File: config.mk
export PLATFORM = sky130hd
export DESIGN_NAME = pipelined_adder
export DESIGN_NICKNAME = d
export VERILOG_FILES = /design/src/rtl/pipelined_adder.sv
export SDC_FILE = /design/constraint.sdc
export NUM_CORES = 1
export LEC_CHECK = 0
export ABC_AREA = 0
export BUFFER_PORTS_ARGS = -buffer_cell sky130_fd_sc_hd__buf_2
export CORE_MARGIN = 1
export CORE_UTILIZATION = 30
export DETAILED_ROUTE_END_ITERATION = 12
export SETUP_SLACK_MARGIN = 0.4
export SLEW_MARGIN = 10
export SYNTH_ARGS = -nofsm -noshare
export SYNTH_HDL_FRONTEND = slang
export SYNTH_SLANG_ARGS = --single-unit
File: constraint.sdc
create_clock -name clk -period 3.7 [get_ports clk]
set_input_delay 0.925 -clock clk [delete_from_list [all_inputs] [get_ports clk]]
set_output_delay 0.925 -clock clk [all_outputs]
set_load 0.01 [all_outputs]
File: src/rtl/pipelined_adder.sv
// Pipelined WIDTH-bit adder/subtractor: carry chain cut into STAGES equal slices
// with a register boundary between slices and a single global advance for backpressure.
module pipelined_adder #(
  parameter int unsigned WIDTH  = 32,
  parameter int unsigned STAGES = 4
) (
  input  logic             clk,
  input  logic             rst_n,
  input  logic             in_valid,
  output logic             in_ready,
  input  logic [WIDTH-1:0] X,
  input  logic [WIDTH-1:0] Y,
  input  logic             Ci,
  input  logic             sub,
  output logic             out_valid,
  input  logic             out_ready,
  output logic [WIDTH-1:0] S,
  output logic             Co,
  output logic             Ovf
);

  localparam int unsigned STAGES_SAFE = (STAGES == 0) ? 1 : STAGES;
  localparam int unsigned W           = WIDTH / STAGES_SAFE;

  if ((STAGES == 0) || (STAGES > WIDTH) || ((WIDTH % STAGES_SAFE) != 0)) begin : g_param_check
    $error("pipelined_adder: STAGES must be in 1..WIDTH and divide WIDTH");
  end

  logic adv;

  assign adv      = !out_valid || out_ready;
  assign in_ready = adv;

  // Stage k consumes the lowest slice of the operands still in flight, appends its
  // slice to the sum collected so far, and forwards only the untouched upper operand bits.
  for (genvar k = 0; k < STAGES; k++) begin : g_stage
    localparam int unsigned REM  = WIDTH - k * W;
    localparam int unsigned DONE = (k + 1) * W;

    logic [REM-1:0]  xa;
    logic [REM-1:0]  ya;
    logic            ca;
    logic            va;
    logic [W:0]      part;
    logic [DONE-1:0] sum_n;
    logic            vq;
    logic            cq;
    logic [DONE-1:0] sq;

    if (k == 0) begin : g_head
      assign xa    = X;
      assign ya    = sub ? ~Y : Y;
      assign ca    = sub | Ci;
      assign va    = in_valid;
      assign sum_n = part[W-1:0];
    end else begin : g_tail
      assign xa    = g_stage[k-1].g_ops.xq;
      assign ya    = g_stage[k-1].g_ops.yq;
      assign ca    = g_stage[k-1].cq;
      assign va    = g_stage[k-1].vq;
      assign sum_n = {part[W-1:0], g_stage[k-1].sq};
    end

    assign part = {1'b0, xa[W-1:0]} + {1'b0, ya[W-1:0]} + {{W{1'b0}}, ca};

    always_ff @(posedge clk or negedge rst_n) begin
      if (!rst_n) begin
        vq <= 1'b0;
        cq <= 1'b0;
        sq <= '0;
      end else if (adv) begin
        vq <= va;
        cq <= part[W];
        sq <= sum_n;
      end
    end

    if (k < STAGES - 1) begin : g_ops
      logic [REM-W-1:0] xq;
      logic [REM-W-1:0] yq;

      always_ff @(posedge clk or negedge rst_n) begin
        if (!rst_n) begin
          xq <= '0;
          yq <= '0;
        end else if (adv) begin
          xq <= xa[REM-1:W];
          yq <= ya[REM-1:W];
        end
      end
    end

    if (k == STAGES - 1) begin : g_fin
      logic ovq;

      // Carry into the MSB is recovered as x^y^sum at that bit position.
      always_ff @(posedge clk or negedge rst_n) begin
        if (!rst_n) begin
          ovq <= 1'b0;
        end else if (adv) begin
          ovq <= part[W] ^ xa[W-1] ^ ya[W-1] ^ part[W-1];
        end
      end
    end
  end

  assign out_valid = g_stage[STAGES-1].vq;
  assign S         = g_stage[STAGES-1].sq;
  assign Co        = g_stage[STAGES-1].cq;
  assign Ovf       = g_stage[STAGES-1].g_fin.ovq;

endmodule

==> impl_metrics.json <==
{
  "outcome": "finished clean",
  "fin_hold_ws_ns": 0.462,
  "slew_headroom": 0.328,
  "intPower_uw": 5120,
  "overflow": 0,
  "clk_path_buf_depth": 2,
  "fin_skew_ns": 0.0110,
  "switchingPower_uw": 3110,
  "syn_area_sq_um": 8320,
  "clkLatencyLatePin_ns": 0.43,
  "mostFrequentLayoutCell": "nand2_1",
  "synth_nets": 1013,
  "period_minus_slack_ns": 2.80,
  "ir_drop_mv": 0.859,
  "clkPwrFrac": 0.221,
  "required_ns": 3.98,
  "hp-class": "reg -> reg",
  "ant_nets": 0,
  "postCtsSetupRepairBufs": 0,
  "async_reset_ff_frac": 1.00,
  "slew_viol_final": 0,
  "synthCells": 907,
  "crit_chain": "buf_2, or2_2, fa_1, fa_2, a21o_1, a21oi_2, o21bai_1, a21oi_2, o21bai_1, a21oi_1, o21ai_0",
  "start_util": 0.307,
  "cpPeakStageDelay_ns": 0.41,
  "grtUsageTotal": 0.128,
  "drv_cap": 0,
  "setup-violations-final": 0,
  "drc": 0,
  "diodes": 0,
  "cts-root-buf": "clkbuf_16",
  "drt-initial-drc-count": 366,
  "port_buffers": 105,
  "antenna_found_initial": 1,
  "worst_pin_slew_ns": 1.01,
  "nets": 1100,
  "hold_viol": 0,
  "routedWlPerCell_um": 12.3,
  "critPathArrivalTime_ns": 3.08,
  "p_leak_uw": 0.00495,
  "grt_max_degree": 203,
  "syn_area_per_cell_sq_um": 9.17,
  "p_comb_frac": 0.362,
  "total_power_uw": 8230,
  "grt_pass1_vias": 5728,
  "path_clk_slew_ns": 0.07,
  "yosys_warnings": 0,
  "wl_um": 17000,
  "rr_worst_depth": 9,
  "die_w_um": 169,
  "cp-end-kind": "register",
  "hold_path_depth": 2,
  "gp_congestion": 0.752,
  "rsz0062_at_grt": "false",
  "ys_top_cells_by_area": "dfrtp_1 (56%), nand2_1 (19%), ha_1 (4.2%)",
  "num_rows": 60,
  "crit_path_max_fanout": 5,
  "cts_buffers": 17,
  "synthFlopType": "dfrtp_1",
  "pwr-share-seq": 0.417,
  "drive_gt1_frac": 0.158,
  "holdBufCountCts": 0,
  "final_cell_mix": "nand2_1 (417), dfrtp_1 (185), buf_2 (104)",
  "grt_pass1_wl_um": 28800,
  "htree_num_levels": 4,
  "start_kind": "input port",
  "synth-edff-count": 0,
  "cpMaxStageDelayCell": "fa_1",
  "ys_ff_latch": 185,
  "firstDrtPassIters": 4,
  "vias": 5886,
  "fp.dieH_um": 169,
  "viasPerCell": 4.27,
  "path_class": "in -> reg",
  "tritoncts": "built",
  "yosysTopAreaCell": "dfrtp_1",
  "die_area_sq_um": 28400,
  "min_period_over_period": 0.757,
  "io_pins": 106,
  "setup_tns_ns": 0,
  "ys_types": 36,
  "coreArea_sq_um": 27100,
  "place_ws_ns": 0.424,
  "setup_slack_ns": 0.898,
  "power_density_nw_per_um2": 837,
  "seq_area_frac_synth": 0.556,
  "cts_sinks": 185,
  "syn2layout_area_growth_pct": 18.3,
  "synthDominantCellAreaShare": 0.556,
  "p_sw_frac": 0.378,
  "dp_hpwl_um": 11200,
  "cts_resized": 0,
  "timing.fmax_ghz": 0.357
}
-- kinds of logic after synthesis --
kind of cell	after synthesis	synth area share
flip-flops	185	0.556
adder cells (fa/ha/maj)	36	0.0614
AND/OR/NAND/NOR	473	0.224
XOR/XNOR	54	0.0577
multiplexers	3	0.00361
buffers and inverters	58	0.0286
AO/OA/AOI/OAI	98	0.0680
-- worst paths after layout --
kind	start	slack, ns	endpoint
worst min register to register	S[24]$_DFFE_PN0P_	0.46	S[24]$_DFFE_PN0P_
min in group asynchronous	rst_n	0.51	g_stage[1].g_ops.xq[12]$_DFFE_PN0P_
worst max-delay path	sub	0.90	g_stage[0].cq$_DFFE_PN0P_
max in group asynchronous	rst_n	2.32	g_stage[1].sq[14]$_DFFE_PN0P_
worst min-delay path	S[24]$_DFFE_PN0P_	0.46	S[24]$_DFFE_PN0P_
worst max register to register	g_stage[2].cq$_DFFE_PN0P_	1.07	Ovf$_DFFE_PN0P_
-- synth_stat cells (all sizes together), types with 2 or more instances --
master,n
fa,8
a21oi,33
nor2,26
nand2,417
o21ai,41
dfrtp,185
nand3b,3
a21boi,4
o21bai,3
nand2b,6
nor2b,6
xor2,18
nor4b,3
or2,5
nor3b,5
buf,22
a211o,2
o22ai,4
o31ai,3
ha,28
inv,13
a21o,4
mux2i,3
clkbuf,23
xnor2,36
-- sequential cells by signal (all words and copies together), names as in the netlist --
signal,cells
Co,1
Ovf,1
S,32
g_stage.cq,3
g_stage.g_ops.xq,48
g_stage.g_ops.yq,48
g_stage.sq,48
g_stage.vq,3
out_valid,1
-- cell type report --
type                    instances  area (sq um)
clock inverters                15           175
clock buffers                  17           425
well taps                     372           465
repair buffers                113           619
flip-flops and latches        185          4630
inverters                      13          53.8
fillers                      2801         17300
multi-input cells             664          3470
-- worst max-delay path, delay by kind of cell --
family	cells	cell delay, ns
buffers and inverters	1	0.16
adder cells (fa/ha/maj)	2	0.78
AO/OA/AOI/OAI	7	0.89
AND/OR/NAND/NOR	1	0.32
-- metal layers --
metal | up-vias | part of all wire | global-route usage | routed length [um]
met1 | 2746 | 0.50 | 0.180 | 8570
met5 | - | 0.00077 | 0 | 13
met3 | 22 | 0.039 | 0.0304 | 656
met2 | 84 | 0.44 | 0.194 | 7450
met4 | 2 | 0.017 | 0.0423 | 285
li1 | 3032 | - | - | -
-- through the flow --
stage	util	cell area, sq um	cells
after floorplan	-	8340	907
after global placement	0.341	9240	1347
after detailed placement	0.341	9240	1347
after CTS	0.363	9840	1379
after global routing	0.363	9840	1379
final	0.363	9840	1379
-- power by group through the flow --
stage	logic (uW)	clock network (uW)	registers, uW
floorplan	2190	0	3440
global placement	2970	0	3460
detailed placement	3040	0	3480
CTS	3050	1890	3450
global route	3470	1970	3570
finish	2980	1820	3430
Power figures use the tool's default switching activity.
